===== src/rtl/axis_fifo.sv =====
// Single-clock valid/ready stream FIFO with end-of-packet flag, fill level and thresholds.
// PACKET_MODE=1 holds words back until a complete packet (or a full FIFO) is stored.
module axis_fifo #(
  parameter int T_DATA_WIDTH = 8,
  parameter int DATA_DEPTH   = 16,
  parameter int AF_THRESH    = 12,
  parameter int AE_THRESH    = 2,
  parameter int PACKET_MODE  = 0
) (
  input  logic                          clk,
  input  logic                          rst,
  input  logic [T_DATA_WIDTH-1:0]       s_data_i,
  input  logic                          s_last_i,
  input  logic                          s_valid_i,
  output logic                          s_ready_o,
  output logic [T_DATA_WIDTH-1:0]       m_data_o,
  output logic                          m_last_o,
  output logic                          m_valid_o,
  input  logic                          m_ready_i,
  output logic [$clog2(DATA_DEPTH):0]   level_o,
  output logic [$clog2(DATA_DEPTH):0]   pkt_cnt_o,
  output logic                          almost_full_o,
  output logic                          almost_empty_o
);

  localparam int AW = $clog2(DATA_DEPTH);
  localparam logic [AW:0] ONE  = {{AW{1'b0}}, 1'b1};
  localparam logic [AW:0] AF_L = AF_THRESH[AW:0];
  localparam logic [AW:0] AE_L = AE_THRESH[AW:0];

  logic [T_DATA_WIDTH:0] mem [DATA_DEPTH];
  logic [AW:0]           wr_ptr;
  logic [AW:0]           rd_ptr;
  logic [AW:0]           pkt_cnt;
  logic                  esc;
  logic                  empty;
  logic                  full;
  logic                  push;
  logic                  pop;
  logic                  pkt_ok;
  logic [T_DATA_WIDTH:0] head;

  assign empty = (wr_ptr == rd_ptr);
  assign full  = (wr_ptr[AW] != rd_ptr[AW]) && (wr_ptr[AW-1:0] == rd_ptr[AW-1:0]);

  assign s_ready_o = ~full & ~rst;
  assign push      = s_valid_i & s_ready_o;
  assign pop       = m_valid_o & m_ready_i;

  assign head     = mem[rd_ptr[AW-1:0]];
  assign m_data_o = head[T_DATA_WIDTH-1:0];
  assign m_last_o = head[T_DATA_WIDTH];

  // esc keeps an oversize packet flowing once it has filled the FIFO, until its last word leaves
  assign pkt_ok    = (PACKET_MODE == 0) || (pkt_cnt != '0) || full || esc;
  assign m_valid_o = ~empty & pkt_ok;

  assign level_o        = wr_ptr - rd_ptr;
  assign pkt_cnt_o      = pkt_cnt;
  assign almost_full_o  = (level_o >= AF_L);
  assign almost_empty_o = (level_o <= AE_L);

  always_ff @(posedge clk or posedge rst) begin
    if (rst) begin
      wr_ptr  <= '0;
      rd_ptr  <= '0;
      pkt_cnt <= '0;
      esc     <= 1'b0;
    end else begin
      if (push) wr_ptr <= wr_ptr + ONE;
      if (pop)  rd_ptr <= rd_ptr + ONE;
      case ({push & s_last_i, pop & m_last_o})
        2'b10:   pkt_cnt <= pkt_cnt + ONE;
        2'b01:   pkt_cnt <= pkt_cnt - ONE;
        default: pkt_cnt <= pkt_cnt;
      endcase
      esc <= (esc | full) & ~(pop & m_last_o);
    end
  end

  // Storage is data-only and carries no reset
  always_ff @(posedge clk) begin
    if (push) mem[wr_ptr[AW-1:0]] <= {s_last_i, s_data_i};
  end

endmodule


===== config.mk =====
export PLATFORM = sky130hd
export DESIGN_NAME = axis_fifo
export DESIGN_NICKNAME = d
export VERILOG_FILES = /design/src/rtl/axis_fifo.sv
export SDC_FILE = /design/constraint.sdc
export NUM_CORES = 1
export LEC_CHECK = 0
export ABC_AREA = 0
export BUFFER_PORTS_ARGS = -buffer_cell sky130_fd_sc_hd__buf_2
export CORE_MARGIN = 2
export CORE_UTILIZATION = 55
export CTS_CLUSTER_SIZE = 20
export DETAILED_ROUTE_END_ITERATION = 12
export PLACE_DENSITY_LB_ADDON = 0.2
export SLEW_MARGIN = 10
export SYNTH_ARGS = -nofsm -noshare
export SYNTH_HDL_FRONTEND = slang
export SYNTH_SLANG_ARGS = --single-unit

===== constraint.sdc =====
create_clock -name clk -period 3.65 [get_ports clk]
set_input_delay 0.5475 -clock clk [delete_from_list [all_inputs] [get_ports clk]]
set_output_delay 0.5475 -clock clk [all_outputs]
set_load 0.01 [all_outputs]

==> results of run 1 <==
-- critical path, cell delays in order (launching register included) --
cell and delay (ns):
sky130_fd_sc_hd__dfrtp_2 0.63, sky130_fd_sc_hd__buf_4 0.52, sky130_fd_sc_hd__mux4_1 0.63, sky130_fd_sc_hd__a22oi_1 0.26
sky130_fd_sc_hd__nand2_1 0.17, sky130_fd_sc_hd__buf_2 0.17
-- power by group through the flow --
stage / sequential (mW) / clock [mW] / combinational, mW
2_1_floorplan: 2.28 / 0 / 1.56
4_1_cts: 2.33 / 1.65 / 2.15
6_report: 2.33 / 1.63 / 2.12
3_3_place_gp: 2.36 / 0 / 2.11
3_5_place_dp: 2.36 / 0 / 2.14
5_1_grt: 2.36 / 1.73 / 2.33
-- metrics by stage --
step | util [%] | setup slack [ns] | cells | hold slack [ns] | power (mW)
2_1_floorplan | - | 0.481 | 342 | 0.449 | 3.84
3_3_place_gp | 60.5 | 0.433 | 529 | 0.451 | 4.46
3_5_place_dp | 60.5 | 0.314 | 529 | 0.455 | 4.50
4_1_cts | 65.3 | 0.221 | 561 | 0.215 | 6.12
5_1_grt | 65.3 | 0.0431 | 561 | 0.243 | 6.41
6_report | 65.3 | 0.288 | 561 | 0.213 | 6.08
-- layer usage --
layer / GRT usage, % / vias up / wire (microns) / share of wire [%]
li1: - / 1483 / - / -
met1: 31.2 / 1700 / 5460 / 44
met2: 31.9 / 89 / 6070 / 49
met3: 5.73 / 10 / 766 / 6.2
met4: 6.99 / 0 / 107 / 0.86
met5: 0 / - / 0 / 0
-- layout by cell type, fill, tap and decap left out, types with 4 or more instances in the layout --
master and n:
sky130_fd_sc_hd__clkinv_4 4, sky130_fd_sc_hd__xnor2_1 9, sky130_fd_sc_hd__inv_1 13, sky130_fd_sc_hd__a22oi_1 16
sky130_fd_sc_hd__edfxtp_1 144, sky130_fd_sc_hd__buf_4 22, sky130_fd_sc_hd__nor2_1 15, sky130_fd_sc_hd__xor2_1 7
sky130_fd_sc_hd__clkbuf_16 17, sky130_fd_sc_hd__a21oi_1 4, sky130_fd_sc_hd__buf_2 35, sky130_fd_sc_hd__nor3_1 6
sky130_fd_sc_hd__o21ai_0 4, sky130_fd_sc_hd__ha_1 13, sky130_fd_sc_hd__nand2b_1 4, sky130_fd_sc_hd__nand2_1 20
sky130_fd_sc_hd__dfrtp_1 14, sky130_fd_sc_hd__mux4_2 31, sky130_fd_sc_hd__a21o_1 4, sky130_fd_sc_hd__mux4_1 5
-- area by class of cell --
type | count | share of cell area (%)
flip-flops and latches | 159 | 62.8
multi-input cells | 157 | 22.3
clock buffers | 19 | 5.78
repair buffers | 57 | 4.54
well taps | 143 | 2.39
clock inverters | 13 | 1.54
inverters | 13 | 0.651
-- kinds of logic after synthesis --
logic type	share of synthesized area, %
AO/OA/AOI/OAI	3.56
XOR/XNOR	2.16
adder cells (fa/ha/maj)	3.12
buffers and inverters	1.96
flip-flops	72.3
multiplexers	13.1
AND/OR/NAND/NOR	3.85
-- state kept, by name, indices dropped and copies added (netlist names) --
name	count
wr_ptr	5
rd_ptr	5
mem	144
pkt_cnt_o	5
-- worst paths after layout --
kind | end | depth (start not counted) | start
setup reg to reg | pkt_cnt_o[4] | 13 | rd_ptr[2]
setup / recovery | m_data_o[1] | 5 | rd_ptr[0]
hold reg to reg | pkt_cnt_o[4] | 1 | pkt_cnt_o[4]
hold / removal | wr_ptr[1] | 2 | rst
min in group clk | pkt_cnt_o[4] | 1 | pkt_cnt_o[4]
max in group asynchronous | rd_ptr[0] | 2 | rst
==> load_flow_metrics.sql, run 1 <==
INSERT INTO impl_metrics (metric_group, metric, value, unit) VALUES
('outcome', 'outcome', 'completed', ''),
('floorplanning', 'rows', '39', ''),
('grt', 'grt_overflow_total', '0', ''),
('yosys', 'synth_seq_area_share', '72.3', '%'),
('yosys', 'synth_cell_type_count', '34', ''),
('timing', 'period_needed', '3.36', 'ns'),
('yosys', 'synthMostInstantiatedCell', 'sky130_fd_sc_hd__edfxtp_1', ''),
('critical_path', 'startpoint_type', 'flip-flop', ''),
('power', 'power_report.internal_total', '4.07', 'mW'),
('drt', 'via_per_inst', '5.85', ''),
('worst_hold_path', 'worstHoldPathType', 'in2async', ''),
('cts', 'insertion_delay', '0.41', 'ns'),
('grt', 'grt_first_pass_wirelength', '19300', 'microns'),
('floorplanning', 'start_util', '56.7', '%'),
('critical_path', 'worst_ep_required_time', '3.10', 'ns'),
('cts', 'clk_root_buffer_cell', 'sky130_fd_sc_hd__clkbuf_16', ''),
('floorplanning', 'die-area', '0.0127', 'sq mm'),
('power', 'power.sequential.fraction', '38.3', '%'),
('power', 'vdd.ir_drop.worst', '0.532', 'mV'),
('cts', 'cts_inserted_buffers', '17', ''),
('yosys', 'yosysWarnings', '0', ''),
('yosys', 'post-synth-top-area-cell', 'sky130_fd_sc_hd__edfxtp_1', ''),
('power', 'power.share.switching', '33.0', '%'),
('timing', 'slew-limit-headroom', '33.9', '%'),
('yosys', 'syn-instance-count', '342', ''),
('timing', 'f_max', '297', 'MHz'),
('drt', 'aggregate_routed_wire_length', '12400', 'microns'),
('power', 'clkPwrFrac', '26.8', '%'),
('layout', 'antenna_cells', '0', ''),
('floorplanning', 'core', '0.0115', 'sq mm'),
('timing', 'setup_viol', '0', ''),
('power', 'cellPowerDensity', '811', 'mW/mm^2'),
('grt', 'grtUsageTotal', '21.3', '%'),
('power', 'share_comb_of_total_power', '34.9', '%'),
('timing', 'grt_setup_unrepaired', 'false', ''),
('layout', 'fin_area', '0.00749', 'sq mm'),
('timing', 'timing_worst_slew_pin_value', '0.987', 'ns'),
('floorplanning', 'floorplan.die.width', '113', 'microns'),
('layout', 'nets', '433', ''),
('critical_path', 'r2r_slack', '0.32', 'ns'),
('grt', 'initial_antenna_violation_count', '0', ''),
('critical_path', 'cp.arrival', '2.81', 'ns'),
('cts', 'cts_htree_levels', '4', ''),
('cts', 'post_cts_buffers', '0', ''),
('drt', 'antenna_violating_nets_post_route', '0', ''),
('yosys', 'synth-async-reset-ratio', '9.43', '%'),
('cts', 'post_cts_gate_resize_count', '0', ''),
('yosys', 'synthesis.area_per_instance', '19.0', 'sq um'),
('cts', 'ctsLongestPathBuffers', '2', ''),
('critical_path', 'crit_path_end_kind', 'output pin', ''),
('drt', 'route.vias.total', '3282', ''),
('yosys', 'flip_flop_and_latch_count_after_synthesis', '159', ''),
('yosys', 'synth.cell_area', '0.00650', 'sq mm'),
('cts', 'cts-hold-fix-buffers', '0', ''),
('place', 'placed_cell_area', '0.00694', 'sq mm'),
('power', 'p_switching', '2.01', 'mW'),
('timing', 'tns', '0', 'ns'),
('critical_path', 'largest_fanout_on_the_critical_path', '26', ''),
('place', 'place_congestion', '0.773', ''),
('place', 'dpl.hpwl', '8150', 'microns'),
('yosys', 'number_of_enable_type_register_cells_in_the_synthesized_netlist', '144', ''),
('layout', 'n_fill_cell', '772', ''),
('yosys', 'dominant_synthesized_flop_cell', 'sky130_fd_sc_hd__edfxtp_1', ''),
('yosys', 'synth_area_leaders', 'sky130_fd_sc_hd__edfxtp_1 (67%), sky130_fd_sc_hd__mux4_2 (11%), sky130_fd_sc_hd__dfrtp_1 (5.8%), sky130_fd_sc_hd__ha_1 (2.5%), sky130_fd_sc_hd__mux4_1 (2.0%)', ''),
('layout', 'multi_input_gate_area_in_the_final_layout', '0.00167', 'sq mm'),
('critical_path', 'critPathKind', 'reg2out', ''),
('place', 'io_buffers', '35', ''),
('yosys', 'yosysTopAreaCellShare', '66.5', '%'),
('cts', 'post_cts_clock_slew_at_the_launch_and_capture_registers_of_the_worst_setup_and_hold_paths', '0.06', 'ns'),
('floorplanning', 'floorplan.die.height', '113', 'microns'),
('timing', 'final_max_slew_viol_count', '0', '');
Note: power is estimated with default switching activity, not from simulation.
==> run 2: changes to the inputs <==
--- a/config.mk
+++ b/config.mk
@@ -11,7 +11,7 @@
 export CORE_UTILIZATION = 55
 export CTS_CLUSTER_SIZE = 20
 export DETAILED_ROUTE_END_ITERATION = 12
-export PLACE_DENSITY_LB_ADDON = 0.2
+export PLACE_DENSITY = 0.8
 export SLEW_MARGIN = 10
 export SYNTH_ARGS = -nofsm -noshare
 export SYNTH_HDL_FRONTEND = slang
==> run 2 against run 1 <==
  * Non-clock buffer count decreased by 3
  * Core utilization rose by 0.45 points
  * Clock-buffer cell count fell by 2
  * Fmax increased by 1.4%
  * Critical endpoint is now pkt_cnt_o[4]
  * Largest power group unchanged
==> load_flow_metrics.sql, run 2 (synthesis results as in run 1) <==
INSERT INTO impl_metrics (metric_group, metric, value, unit) VALUES
('outcome', 'outcome', 'completed', ''),
('critical_path', 'critical_path.reg2reg.startpoint', 'rd_ptr[2]', ''),
('timing', 'finalHoldViolCount', '0', ''),
('drt', 'aggregate_routed_wire_length', '12900', 'microns'),
('floorplanning', 'rows', '39', ''),
('grt', 'grt_pass1_vias', '3444', ''),
('layout', 'largest_register_ff_count', '144', ''),
('cts', 'cts_htree_levels', '4', ''),
('cts', 'cts.sink_count', '159', ''),
('floorplanning', 'die-area', '0.0127', 'sq mm'),
('layout', 'n_fill_cell', '695', ''),
('floorplanning', 'core', '0.0115', 'sq mm'),
('floorplanning', 'floorplan.die.width', '113', 'microns'),
('timing', 'final.hold.worst_slack', '0.197', 'ns'),
('drt', 'drt_drc_violations_left', '0', ''),
('critical_path', 'critPathKind', 'reg2reg', ''),
('grt', 'grt_first_pass_wirelength', '20200', 'microns'),
('cts', 'ctsLongestPathBuffers', '2', ''),
('layout', 'antenna_cells', '0', ''),
('timing', 'grt_setup_unrepaired', 'false', ''),
('cts', 'tritoncts', 'done', ''),
('critical_path', 'cp-endpoint', 'pkt_cnt_o[4]', ''),
('critical_path', 'r2r_slack', '0.33', 'ns'),
('cts', 'post_cts_buffers', '0', ''),
('grt', 'initial_antenna_violation_count', '0', ''),
('drt', 'route.vias.total', '3387', ''),
('critical_path', 'crit_start', 'rd_ptr[2]', ''),
('timing', 'f_max', '302', 'MHz'),
('flow_run', 'drv.max_cap_violation_count', '0', ''),
('power', 'vdd.ir_drop.worst', '0.542', 'mV'),
('timing', 'slew-limit-headroom', '36.2', '%'),
('floorplanning', 'ios', '36', ''),
('worst_hold_path', 'worstHoldPathType', 'in2async', ''),
('layout', 'final_layout_size_suffix_gt1_share', '29.2', '%'),
('layout', 'nets', '430', ''),
('drt', 'via_per_inst', '6.07', ''),
('critical_path', 'worst_ep_required_time', '4.00', 'ns'),
('place', 'place_congestion', '0.850', ''),
('drt', 'drt_first_iter_violations', '298', ''),
('floorplanning', 'floorplan.die.height', '113', 'microns'),
('layout', 'synthesis_to_layout_area_growth', '16.0', '%'),
('critical_path', 'startpoint_type', 'flip-flop', ''),
('critical_path', 'largest_fanout_on_the_critical_path', '9', ''),
('grt', 'grt_overflow_total', '0', ''),
('critical_path', 'crit_path_end_kind', 'flip-flop', ''),
('grt', 'pin_count_of_the_biggest_net_entering_global_routing', '30', ''),
('cts', 'clk_root_buffer_cell', 'sky130_fd_sc_hd__clkbuf_16', ''),
('timing', 'tns', '0', 'ns'),
('critical_path', 'r2r.worst_path.cells', '13', ''),
('layout', 'mostFrequentLayoutCell', 'sky130_fd_sc_hd__edfxtp_1', ''),
('grt', 'grtUsageTotal', '22.0', '%'),
('timing', 'worst_clock_skew', '0.00508', 'ns'),
('timing', 'final_max_slew_viol_count', '0', ''),
('critical_path', 'cp.arrival', '3.67', 'ns'),
('drt', 'drtPass1Iterations', '6', ''),
('cts', 'post_cts_clock_slew_at_the_launch_and_capture_registers_of_the_worst_setup_and_hold_paths', '0.06', 'ns'),
('cts', 'cts-hold-fix-buffers', '0', ''),
('cts', 'insertion_delay', '0.42', 'ns'),
('timing', 'period_needed', '3.32', 'ns'),
('cts', 'cts_inserted_buffers', '17', ''),
('drt', 'antenna_violating_nets_post_route', '0', ''),
('place', 'io_buffers', '35', ''),
('power', 'cellPowerDensity', '838', 'mW/mm^2'),
('critical_path', 'r2r_end', 'pkt_cnt_o[4]', ''),
('place', 'dpl.hpwl', '7930', 'microns'),
('power', 'leak', '2.70', 'nW'),
('timing', 'setup_viol', '0', ''),
('cts', 'post_cts_gate_resize_count', '0', ''),
('drt', 'routedWlPerCell', '23.1', 'microns'),
('timing', 'timing_worst_slew_pin_value', '0.954', 'ns'),
('timing', 'final_min_period_over_clock_period', '90.8', '%'),
('floorplanning', 'start_util', '56.7', '%'),
('layout', 'most-common-layout-cells', 'sky130_fd_sc_hd__edfxtp_1 (144), sky130_fd_sc_hd__buf_2 (35), sky130_fd_sc_hd__mux4_2 (31)', '');
run 2: routing by layer:
layer / wire length, microns / vias up / track usage, %
li1: - / 1486 / -
met2: 6810 / 128 / 35.2
met5: 0 / - / 0
met3: 816 / 18 / 5.68
met4: 151 / 0 / 6.59
met1: 5130 / 1755 / 30.4
run 2: area by class of cell:
cell class | count | area, sq um | share of cell area (%)
Clock buffer | 17 | 425 | 5.64
Clock inverter | 15 | 196 | 2.60
Timing Repair Buffer | 54 | 318 | 4.21
Sequential cell | 159 | 4700 | 62.3
Multi-Input combinational cell | 157 | 1670 | 22.2
Inverter | 13 | 48.8 | 0.647
Tap cell | 143 | 179 | 2.37
run 2: worst min-delay path by stage:
stage	endpoint	slack, ns	depth (start not counted)
6_report	wr_ptr[1]	0.20	2
5_1_grt	wr_ptr[1]	0.24	2
4_1_cts	rd_ptr[4]	0.21	2
3_5_place_dp	pkt_cnt_o[4]	0.47	1
3_3_place_gp	pkt_cnt_o[4]	0.47	1
2_1_floorplan	pkt_cnt_o[0]	0.45	1
run 2: power breakdown:
part	internal [mW]	switching (mW)	total [mW]
Clock	1.10	0.748	1.85
Combinational	0.967	1.18	2.15
Sequential	2.16	0.165	2.32
Total	4.22	2.09	6.32
run 2: per-stage QoR:
stage	setup slack [ns]	total power, mW	util (%)	instance area [sq um]	instances
2_1_floorplan	0.481	3.84	-	6500	342
5_1_grt	0.118	6.62	65.8	7540	558
6_report	0.334	6.32	65.8	7540	558
4_1_cts	0.264	6.35	65.8	7540	558
3_3_place_gp	0.469	4.42	60.3	6920	526
3_5_place_dp	0.377	4.48	60.3	6920	526
run 2: worst max-delay path: stages (launching register included):
cell	delay (ns)
sky130_fd_sc_hd__dfrtp_1	0.53
sky130_fd_sc_hd__inv_1	0.14
sky130_fd_sc_hd__ha_1	0.38
sky130_fd_sc_hd__and4_1	0.27
sky130_fd_sc_hd__nand2b_1	0.07
sky130_fd_sc_hd__and2_1	0.23
sky130_fd_sc_hd__and2_1	0.17
sky130_fd_sc_hd__ha_1	0.26
sky130_fd_sc_hd__ha_1	0.34
sky130_fd_sc_hd__nor2b_1	0.15
sky130_fd_sc_hd__o21a_1	0.18
sky130_fd_sc_hd__o21a_1	0.16
sky130_fd_sc_hd__nor3_1	0.20
sky130_fd_sc_hd__xor2_1	0.16
